===== src/rtl/exception_handler_ctrl_if.sv =====
// Trap/CSR sequencing bus between the exception unit controller and its requesters.
// The slave modport is the controller's view; master is the requester/pipeline view.
interface exception_handler_ctrl_if #(
    parameter int unsigned NUM_CAUSES = 8,
    parameter int unsigned XLEN       = 64
);
    localparam int unsigned CAUSE_W = $clog2(NUM_CAUSES);

    logic                  csr_access_request_i;
    logic                  csr_done_o;
    logic [NUM_CAUSES-1:0] trap_request_i;
    logic [XLEN-1:0]       trap_pc_i;
    logic                  retire_i;
    logic                  mret_i;
    logic                  flush_o;
    logic [CAUSE_W-1:0]    trap_cause_o;
    logic [XLEN-1:0]       epc_o;
    logic                  retire_timeout_o;
    logic                  busy_o;

    modport slave (
        input  csr_access_request_i,
        input  trap_request_i,
        input  trap_pc_i,
        input  retire_i,
        input  mret_i,
        output csr_done_o,
        output flush_o,
        output trap_cause_o,
        output epc_o,
        output retire_timeout_o,
        output busy_o
    );

    modport master (
        output csr_access_request_i,
        output trap_request_i,
        output trap_pc_i,
        output retire_i,
        output mret_i,
        input  csr_done_o,
        input  flush_o,
        input  trap_cause_o,
        input  epc_o,
        input  retire_timeout_o,
        input  busy_o
    );
endinterface


===== src/rtl/exception_handler_ctrl.sv =====
// Trap/CSR sequencing controller: fixed-priority trap capture, bounded retire wait,
// multi-cycle pipeline flush, MRET return, and the two-step CSR read/modify access.
module exception_handler_ctrl #(
    parameter int unsigned NUM_CAUSES     = 8,
    parameter int unsigned XLEN           = 64,
    parameter int unsigned FLUSH_CYCLES   = 2,
    parameter int unsigned RETIRE_TIMEOUT = 16
) (
    input  logic                     clock_i,
    input  logic                     reset_ni,
    exception_handler_ctrl_if.slave  bus
);

    localparam int unsigned CAUSE_W = $clog2(NUM_CAUSES);
    localparam int unsigned CNT_MAX = (FLUSH_CYCLES > RETIRE_TIMEOUT) ? FLUSH_CYCLES
                                                                       : RETIRE_TIMEOUT;
    localparam int unsigned CNT_W   = $clog2(CNT_MAX + 1);

    localparam logic [CNT_W-1:0] RETIRE_LAST = CNT_W'(RETIRE_TIMEOUT - 1);
    localparam logic [CNT_W-1:0] FLUSH_LAST  = CNT_W'(FLUSH_CYCLES - 1);

    typedef enum logic [2:0] {
        ST_RESET           = 3'd0,
        ST_IDLE            = 3'd1,
        ST_CSR_READ        = 3'd2,
        ST_CSR_MODIFY      = 3'd3,
        ST_WAIT_FOR_RETIRE = 3'd4,
        ST_PROCESS_TRAP    = 3'd5,
        ST_WAIT_FOR_RETURN = 3'd6
    } state_e;

    state_e               state_q, state_d;
    logic [CNT_W-1:0]     wait_cnt_q, wait_cnt_d;
    logic [CNT_W-1:0]     flush_cnt_q, flush_cnt_d;
    logic [CAUSE_W-1:0]   cause_q, cause_d;
    logic [XLEN-1:0]      epc_q, epc_d;
    logic                 flush_q, flush_d;
    logic                 csr_done_q, csr_done_d;
    logic                 timeout_q, timeout_d;
    logic                 busy_q, busy_d;

    logic                 trap_any_c;
    logic [CAUSE_W-1:0]   trap_idx_c;

    // Fixed-priority encoder: lowest set request bit wins.
    always_comb begin
        trap_any_c = |bus.trap_request_i;
        trap_idx_c = '0;
        for (int i = int'(NUM_CAUSES) - 1; i >= 0; i--) begin
            if (bus.trap_request_i[i]) begin
                trap_idx_c = CAUSE_W'(i);
            end
        end
    end

    // Next-state, counter, capture and registered-output decode.
    always_comb begin
        state_d     = state_q;
        wait_cnt_d  = wait_cnt_q;
        flush_cnt_d = flush_cnt_q;
        cause_d     = cause_q;
        epc_d       = epc_q;
        timeout_d   = 1'b0;

        case (state_q)
            ST_RESET: begin
                state_d = ST_IDLE;
            end
            ST_IDLE: begin
                if (bus.csr_access_request_i) begin
                    state_d = ST_CSR_READ;
                end else if (trap_any_c) begin
                    state_d    = ST_WAIT_FOR_RETIRE;
                    wait_cnt_d = '0;
                    cause_d    = trap_idx_c;
                    epc_d      = bus.trap_pc_i;
                end
            end
            ST_CSR_READ: begin
                state_d = ST_CSR_MODIFY;
            end
            ST_CSR_MODIFY: begin
                state_d = ST_IDLE;
            end
            ST_WAIT_FOR_RETIRE: begin
                // Retire on the final count still wins over the timeout.
                if (bus.retire_i) begin
                    state_d     = ST_PROCESS_TRAP;
                    flush_cnt_d = '0;
                end else if (wait_cnt_q == RETIRE_LAST) begin
                    state_d     = ST_PROCESS_TRAP;
                    flush_cnt_d = '0;
                    timeout_d   = 1'b1;
                end else begin
                    wait_cnt_d = wait_cnt_q + CNT_W'(1);
                end
            end
            ST_PROCESS_TRAP: begin
                if (flush_cnt_q == FLUSH_LAST) begin
                    state_d = ST_WAIT_FOR_RETURN;
                end else begin
                    flush_cnt_d = flush_cnt_q + CNT_W'(1);
                end
            end
            ST_WAIT_FOR_RETURN: begin
                if (bus.mret_i) begin
                    state_d = ST_IDLE;
                end
            end
            default: begin
                state_d = ST_IDLE;
            end
        endcase

        flush_d    = (state_d == ST_PROCESS_TRAP);
        csr_done_d = (state_d == ST_CSR_MODIFY);
        busy_d     = (state_d != ST_IDLE);
    end

    always_ff @(posedge clock_i or negedge reset_ni) begin
        if (!reset_ni) begin
            state_q     <= ST_RESET;
            wait_cnt_q  <= '0;
            flush_cnt_q <= '0;
            cause_q     <= '0;
            epc_q       <= '0;
            flush_q     <= 1'b0;
            csr_done_q  <= 1'b0;
            timeout_q   <= 1'b0;
            busy_q      <= 1'b1;
        end else begin
            state_q     <= state_d;
            wait_cnt_q  <= wait_cnt_d;
            flush_cnt_q <= flush_cnt_d;
            cause_q     <= cause_d;
            epc_q       <= epc_d;
            flush_q     <= flush_d;
            csr_done_q  <= csr_done_d;
            timeout_q   <= timeout_d;
            busy_q      <= busy_d;
        end
    end

    assign bus.flush_o          = flush_q;
    assign bus.csr_done_o       = csr_done_q;
    assign bus.retire_timeout_o = timeout_q;
    assign bus.busy_o           = busy_q;
    assign bus.trap_cause_o     = cause_q;
    assign bus.epc_o            = epc_q;

endmodule


===== src/flat_wrapper.sv =====
// flat-port wrapper written by rule: the top's interface ports become plain ports
module exception_handler_ctrl_flat 
#(
    parameter int unsigned NUM_CAUSES     = 8,
    parameter int unsigned XLEN           = 64,
    parameter int unsigned FLUSH_CYCLES   = 2,
    parameter int unsigned RETIRE_TIMEOUT = 16
)
  (clock_i, reset_ni, bus_csr_access_request_i, bus_trap_request_i, bus_trap_pc_i, bus_retire_i, bus_mret_i, bus_csr_done_o, bus_flush_o, bus_trap_cause_o, bus_epc_o, bus_retire_timeout_o, bus_busy_o);
  exception_handler_ctrl_if #(.NUM_CAUSES(NUM_CAUSES), .XLEN(XLEN)) bus_i ();
  input  logic clock_i;
  input  logic reset_ni;
  input wire logic [$bits(bus_i.csr_access_request_i)-1:0] bus_csr_access_request_i;
  input wire logic [$bits(bus_i.trap_request_i)-1:0] bus_trap_request_i;
  input wire logic [$bits(bus_i.trap_pc_i)-1:0] bus_trap_pc_i;
  input wire logic [$bits(bus_i.retire_i)-1:0] bus_retire_i;
  input wire logic [$bits(bus_i.mret_i)-1:0] bus_mret_i;
  output wire logic [$bits(bus_i.csr_done_o)-1:0] bus_csr_done_o;
  output wire logic [$bits(bus_i.flush_o)-1:0] bus_flush_o;
  output wire logic [$bits(bus_i.trap_cause_o)-1:0] bus_trap_cause_o;
  output wire logic [$bits(bus_i.epc_o)-1:0] bus_epc_o;
  output wire logic [$bits(bus_i.retire_timeout_o)-1:0] bus_retire_timeout_o;
  output wire logic [$bits(bus_i.busy_o)-1:0] bus_busy_o;
  assign bus_i.csr_access_request_i = bus_csr_access_request_i;
  assign bus_i.trap_request_i = bus_trap_request_i;
  assign bus_i.trap_pc_i = bus_trap_pc_i;
  assign bus_i.retire_i = bus_retire_i;
  assign bus_i.mret_i = bus_mret_i;
  assign bus_csr_done_o = bus_i.csr_done_o;
  assign bus_flush_o = bus_i.flush_o;
  assign bus_trap_cause_o = bus_i.trap_cause_o;
  assign bus_epc_o = bus_i.epc_o;
  assign bus_retire_timeout_o = bus_i.retire_timeout_o;
  assign bus_busy_o = bus_i.busy_o;
  exception_handler_ctrl #(.NUM_CAUSES(NUM_CAUSES), .XLEN(XLEN), .FLUSH_CYCLES(FLUSH_CYCLES), .RETIRE_TIMEOUT(RETIRE_TIMEOUT)) u_core (.clock_i(clock_i), .reset_ni(reset_ni), .bus(bus_i));
endmodule

===== config.mk =====
export PLATFORM = sky130hd
export DESIGN_NAME = exception_handler_ctrl_flat
export DESIGN_NICKNAME = d
export VERILOG_FILES = /design/src/rtl/exception_handler_ctrl_if.sv /design/src/rtl/exception_handler_ctrl.sv /design/src/flat_wrapper.sv
export SDC_FILE = /design/constraint.sdc
export NUM_CORES = 1
export LEC_CHECK = 0
export CORE_MARGIN = 2
export CORE_UTILIZATION = 43
export DETAILED_ROUTE_END_ITERATION = 7
export GPL_TIMING_DRIVEN = 0
export PLACE_DENSITY_LB_ADDON = 0.2
export SYNTH_ARGS = -nofsm -noshare
export SYNTH_HDL_FRONTEND = slang
export SYNTH_SLANG_ARGS = --single-unit

===== constraint.sdc =====
create_clock -name clock_i -period 2.32 [get_ports clock_i]
set_input_delay 0.696 -clock clock_i [delete_from_list [all_inputs] [get_ports clock_i]]
set_output_delay 0.696 -clock clock_i [all_outputs]
set_load 0.1 [all_outputs]

Word-level counts from Yosys, hierarchy flattened
Cells that the tools add are included.
{"block": "word_totals", "ff_bits": 84, "latchBits": 0, "ramBits": 0, "romBits": 0, "in_bits": 77, "output_inout_bits": 71, "elab_cells": 61, "mem_count": 0}
{"block": "classes", "add_sub_neg": 2, "n_mul": 0, "n_div": 0, "order_cmp": 0, "eq_ne": 16, "shifts": 0, "n_mux": 27, "n_bitwise": 1, "n_reduce_logical": 6}
{"operator": "two-way mux 3 bit", "count": 14}
{"operator": "two-way mux 5 bit", "count": 7}
{"operator": "one-hot mux 5 bit (2 select lines)", "count": 2}
{"operator": "one-hot mux 3 bit (5 select lines)", "count": 1}
{"operator": "equality test 3 bit, second input constant", "count": 4}
{"operator": "adder 5 x 1 -> 5 bit, second input constant", "count": 2}
{"operator": "!= test 2 bit, second input constant", "count": 4}
{"operator": "OR reduction 8 bit", "count": 1}
{"operator": "equality test 3 x 2 -> 1 bit, second input constant", "count": 2}
{"operator": "AND reduction 3 bit", "count": 2}
{"operator": "equality test 5 x 1 -> 1 bit, second input constant", "count": 1}
{"operator": "equality test 5 x 4 -> 1 bit, second input constant", "count": 1}
{"operator": "AND reduction 5 bit", "count": 1}
{"operator": "nonzero test 2 bit", "count": 2}
{"operator": "equality test 3 x 1 -> 1 bit, second input constant", "count": 1}
{"operator": "two-way mux 1 bit", "count": 3}
{"operator": "!= test 3 x 1 -> 1 bit, second input constant", "count": 1}
{"operator": "!= test 3 x 2 -> 1 bit, second input constant", "count": 1}
{"operator": "!= test 2 x 1 -> 1 bit, second input constant", "count": 1}
{"operator": "inverter 1 bit", "count": 1}

Longest topological paths before layout
{"block": "logic_depth", "ltp_word": 8, "depth_mapped": 8, "ltp_nobuf": 8}

Least setup slack after synthesis
No wires, ideal clock.
{"block": "synth_timing", "path_type": "input-to-reg", "startpoint": "input bus_trap_request_i[1]", "endpoint": "register u_core.epc_q[44], in the netlist u_core.bus.epc_o[44]", "setup_ps": 126, "t_arrival_ps": 2115, "required_ps": 2194, "slack_ps": 78, "cell_stages": 7, "n_path_buf": 3, "cell_sequence": "or4_4 > nor2_4 > nor2b_1 > buf_6 > buf_6 > buf_6 > mux2_4"}
{"block": "synth_via", "elab_chain_len": 2}
{"item": "start: declaration", "line": "flat_wrapper.sv:14", "rtl": "input wire logic [$bits(bus_i.trap_request_i)-1:0] bus_trap_request_i;"}
{"item": "OR reduction 8 bit", "line": "exception_handler_ctrl.sv:47", "rtl": "trap_any_c = |bus.trap_request_i;"}
{"item": "AND reduction 3 bit (no line)"}
{"item": "end signal: assignment", "line": "exception_handler_ctrl.sv:136", "rtl": "epc_q <= epc_d;"}
{"item": "end: declaration", "line": "exception_handler_ctrl.sv:36", "rtl": "logic [XLEN-1:0] epc_q, epc_d;"}
No other way between the ends.
A chain may end at the register's enable or synchronous reset.

Worst setup path after layout
{"block": "layout_timing", "startpoint": "register u_core.epc_q[7], in the netlist u_core.bus.epc_o[7]", "endpoint": "output bus_epc_o[7]"}
{"item": "end: declaration", "line": "flat_wrapper.sv:21", "rtl": "output wire logic [$bits(bus_i.epc_o)-1:0] bus_epc_o;"}
No word-level cell between the ends.

==> metrics.txt <==
total global routing overflow=0; RR Startpoint=u_core.wait_cnt_q[0]; pre-CTS WS=-0.5088 ns; required time worst endpoint=1.62 ns; starting density of the core=44.13%; max cap viols=0; placement row count=33; Critical Path, Cell by Cell=dlygate4sd2_1; DR vias/cell=4.928; hold_buf cts=0; H-tree levels=3; final net count=503; cell area after synthesis=3590 µm²; Max FO, Critical Path=2; final setup margin=0.03569 ns; WP buf/inv=1; slowest stage delay, CP=0.88 ns; initial DRC count=76; Hold Slack=0.2673 ns; status=complete, no violations; max frequency=0.4378 GHz; worst-skew pair later-pin latency=0.35 ns; RSZ-0062 raised after global routing=true; final instance area=5424 µm²; sequential element share of the synthesized area=58.59%; crit path DAT=1.59 ns; core area=8134 µm²; Longest Clk Path Bufs=2; Clock Sink Count=84; cts bufs inserted=9; share of layout cells above drive strength 1=24.41%; Final min period=2.284 ns; Yosys reg bits=84; CP max-delay cell=dlygate4sd2_1; Fillers=672; GRT Total Usage=18.09%; slew margin rel.=33.40%; fin util=66.68%; die area=9095 µm²; vias in the first global route=2575; Final Max Tran Viols=0; Worst Max-Slew Pin Slew=1.003 ns; Syn Inst Count=258; final antenna-violating net count=0; skew final=0.01113 ns; Routed WL=8135 µm; dpl cell area=5218 µm²; Die H=95.37 µm; clock-pin transition on the worst setup and hold timing paths=0.09 ns; count of cell types in the netlist=36; crit-path leading delay family=buffers and inverters; Diodes inserted=0; Final Cycle Share=98.46%; Finish-stage setup viols=0; largest net degree at the start of global routing=57; Die X=95.37 µm; synth-to-layout area growth=51.10%; number of iterations in the first detailed-routing pass=4; IO Pins=148; root buf cell=clkbuf_8; Critical Path Start=u_core.bus.epc_o[7]; Port Buf Inserts=147; global-route wire length before repair=12570 µm; DR vias=2617; Hold Crit Class=in2async; residual DRC count=0; hpwl dp=6143 µm; syn nets=339; Crit. End Element=output pin; Final GP Congestion=0.8530; yosys warns=0; Worst Path Class, Setup=reg2out; Final Hold Viols=0; highest-count cells in the layout ignoring fill and taps=dfrtp_1, dlygate4sd2_1, clkdlybuf4s50_1, mux2_2; WL/cell=15.32 µm; crit path launch type=flip-flop; most common cell after layout, fill and taps aside=dfrtp_1; initial antenna violation count=0; TritonCTS clock tree=done; Mapped Avg Cell Area=13.91 µm²
## kinds of logic after synthesis
| group | after synthesis | synth area share (%) |
|---|---|---|
| muxes | 66 | 22.55 |
| adders and majority gates | 4 | 1.394 |
| DFF | 84 | 58.59 |
| and+or+nand+nor | 56 | 9.028 |
| AOI/OAI and AO/OA | 32 | 5.786 |
| buffers and inverters | 16 | 2.649 |
## layout make-up
class	count	area, µm²	share of cell area (%)
plain buffers	11	107.6	1.984
inverters	5	18.77	0.3460
clock inverters	6	88.84	1.638
clock buffers	9	123.9	2.284
repair buffers	153	1448	26.69
flip-flops and latches	84	2103	38.78
well taps	105	131.4	2.422
multi-input cells	158	1403	25.86
## path summary, 6_finish.rpt
check	end	slack, ns	cells after the start
worst max register to register	u_core.flush_cnt_q[2]	0.15	8
worst min register to register	u_core.wait_cnt_q[3]	0.48	1
max in group asynchronous	u_core.bus.epc_o[2]	1.45	2
worst min-delay path	u_core.bus.epc_o[20]	0.27	1
min in group clock_i	u_core.wait_cnt_q[3]	0.48	1
worst max-delay path	bus_epc_o[7]	0.04	1
## synthesized netlist by cell type (all sizes together)
cell	n	area (µm²)
nand3	8	40.04
nor3b	3	22.52
buf	8	65.06
mux2i	1	10.01
a221oi	1	15.01
inv	5	18.77
and2	1	6.260
o311ai	1	8.760
clkbuf	3	11.26
dfrtp	83	2077
o21bai	1	7.510
ha	4	50.05
nand2b	5	31.28
nor3	1	5.000
nand3b	2	15.01
dfstp	1	26.28
or2	1	6.260
o21ai	12	60.05
o31ai	3	22.52
nor2	6	30.03
nand2	18	67.56
or4	5	45.04
and3	1	6.260
a21oi	5	25.02
nor4b	2	30.03
o22ai	1	6.260
a22o	2	17.52
nor2b	3	18.77
a21o	2	15.01
o211ai	4	30.03
mux2	65	799.5
## flip-flops by register name, indices dropped and copies added, names as in the netlist
name	flops
u_core.bus.busy_o	1
u_core.bus.flush_o	1
u_core.bus.trap_cause_o	3
u_core.state_q	3
u_core.bus.csr_done_o	1
u_core.bus.epc_o	64
u_core.wait_cnt_q	5
u_core.bus.retire_timeout_o	1
u_core.flush_cnt_q	5
## stage by stage
stage / cells / setup TNS [ns]
2_1_floorplan: 258 / 0
3_3_place_gp: 510 / -235.49
3_5_place_dp: 511 / -30.15
4_1_cts: 529 / 0
5_1_grt: 531 / -0.3351
6_report: 531 / 0
## metal layers
layer | vias up | global-route usage, % | part of all wire, %
li1 | 1252 | - | -
met1 | 1247 | 23.98 | 44
met2 | 110 | 28.87 | 45
met3 | 8 | 4.506 | 9.3
met4 | 0 | 6.786 | 1.5
met5 | - | 0 | 0
## repair_timing
action                                  in CTS  in global routing
pin swaps                                    3                  4
gates cloned                                 0                  0
buffers inserted                             3                  2
endpoints found under the setup margin     132                 65
resized for setup                           84                 11
Power is not shown: default switching activity piles up to over one toggle a cycle in this logic, so the estimate is an artifact.
==> edit: new RTL, same settings <==
Re-encode `state_e` (7 states) as one-hot, 7 bits wide.
--- a/src/rtl/exception_handler_ctrl.sv
+++ b/src/rtl/exception_handler_ctrl.sv
@@ -19,14 +19,14 @@
     localparam logic [CNT_W-1:0] RETIRE_LAST = CNT_W'(RETIRE_TIMEOUT - 1);
     localparam logic [CNT_W-1:0] FLUSH_LAST  = CNT_W'(FLUSH_CYCLES - 1);
 
-    typedef enum logic [2:0] {
-        ST_RESET           = 3'd0,
-        ST_IDLE            = 3'd1,
-        ST_CSR_READ        = 3'd2,
-        ST_CSR_MODIFY      = 3'd3,
-        ST_WAIT_FOR_RETIRE = 3'd4,
-        ST_PROCESS_TRAP    = 3'd5,
-        ST_WAIT_FOR_RETURN = 3'd6
+    typedef enum logic [6:0] {
+        ST_RESET           = 7'b0000001,
+        ST_IDLE            = 7'b0000010,
+        ST_CSR_READ        = 7'b0000100,
+        ST_CSR_MODIFY      = 7'b0001000,
+        ST_WAIT_FOR_RETIRE = 7'b0010000,
+        ST_PROCESS_TRAP    = 7'b0100000,
+        ST_WAIT_FOR_RETURN = 7'b1000000
     } state_e;
 
     state_e               state_q, state_d;
Check against the original RTL: no difference found for any inputs over 10 cycles, from zero or initial values and one cycle with reset_ni low; not proved beyond that.
==> edit against the original RTL <==
Hold slack worse by 38 ps. Setup slack better by 20 ps. Synthesized area up 5.3%. Sequential cell count up 4. Die area up 5.0%. Sequential share of layout area up 0.46 points. Wire length up 14%. Cell area up 3.6%. Highest routed layer unchanged.
==> edit: results (changes against the original RTL) <==
[drt]
via_count=3265  ; was 2617
drt-met1-wl_mm=4.12  ; was 3.60 mm
drt_iter0_drc=97  ; was 76
dr_wl_met2_mm=4.56  ; was 3.65 mm

[timing]
fin_skew_ps=11.3  ; was 11.1 ps
worst_slew_margin_rel_pct=33.8  ; was 33.4%
fin_crit_ps=2260  ; was 2280 ps
holdWs_ps=229  ; was 267 ps

[global_routing]
grt_pass1_vias=3225  ; was 2575
grt_max_degree=67  ; was 57
grt_pass1_wl_mm=15.4  ; was 12.6 mm
grtUsageTotal_pct=20.0  ; was 18.1%
met3_usage_pct=5.30  ; was 4.51%
grt_use_met1_pct=25.8  ; was 24.0%
use_met2_pct=33.5  ; was 28.9%

[critical_path]
critPathLaunch=u_core.bus.epc_o[30]$_DFFE_PN0P_  ; was u_core.bus.epc_o[7]$_DFFE_PN0P_
rr_startpoint=u_core.wait_cnt_q[0]$_DFFE_PN0P_  ; unchanged
r2r_cells=7  ; was 8
r2r_setup_slack_ps=110  ; was 150 ps
slowest_delay_ps=860  ; was 880 ps
crit_path_end=bus_epc_o[30]  ; was bus_epc_o[7]
worstPathArrival_ps=1570  ; was 1590 ps

[finish]
nClkBuffers=10  ; was 9
nFillCells=755  ; was 672
signal_buffers=167  ; was 164
final-nonclk-buf-share_pct=27.7  ; was 28.7%
inverters_excl_clock=8  ; was 5
multi_input_cells=291  ; was 158
fin_nets=646  ; was 503
drive_gt1_share_pct=8.96  ; was 24.4%
syn2layout_area_growth_pct=48.7  ; was 51.1%
seq_share_pct=39.2  ; was 38.8%
multi_input_area_share_pct=26.0  ; was 25.9%

[placed_design]
routabilityCongestion=0.821  ; was 0.853
dp_slack_ps=-515  ; was -509 ps
place_hpwl_mm=6.93  ; was 6.14 mm
place_area_sq_um=5410  ; was 5220 sq um

[clock_tree]
clk_pin_slew_ps=90  ; about the same
post_cts_buffers=0  ; was 3
cts_sinks=88  ; was 84
htreeDepth=3  ; unchanged

[outcome]
status=finished clean  ; unchanged

[logic_synthesis]
synth_cell_types=47  ; was 36
ys_seq_area_share_pct=58.3  ; was 58.6%
synth_fp_nets=487  ; was 339
synth_common_cells=nand2_1, dfrtp_1, nor2_1  ; was dfrtp_1, mux2_2, mux2_4, nand2_1, o21ai_0

[die]
die_w_um=97.7  ; was 95.4 um

[edit: changes by cell type after synthesis, sizes merged, moves of 4 or more]
cell / before / now
nor2: 6 / 14
o211ai: 4 / 0
mux2: 65 / 1
nor3: 1 / 6
nand4: 0 / 4
buf: 8 / 15
nor4: 0 / 4
nand3: 8 / 3
o21ai: 12 / 3
nand2: 18 / 201
nand2b: 5 / 0
[edit: through the flow]
step	instances	TNS, ps	power, mW
2_1_floorplan	406	0	4.54
3_3_place_gp	661	-259720	5.41
3_5_place_dp	662	-28320	5.46
4_1_cts	677	0	6.48
5_1_grt	677	0	6.72
6_report	677	0	6.44
[edit: logic make-up after synthesis]
group	synth area share, %
muxes	1.19
and+or+nand+nor	29.8
xor gates and xnor gates	0.695
other	0.0992
DFF	58.3
buffers and inverters	4.01
AOI/OAI and AO/OA	4.54
adders and majority gates	1.32
[edit: timing repair]
item | 4_1_cts | 5_1_grt
endpoints found under the hold margin | 0 | 0
resized for setup | 75 | 29
endpoints found under the setup margin | 121 | 59
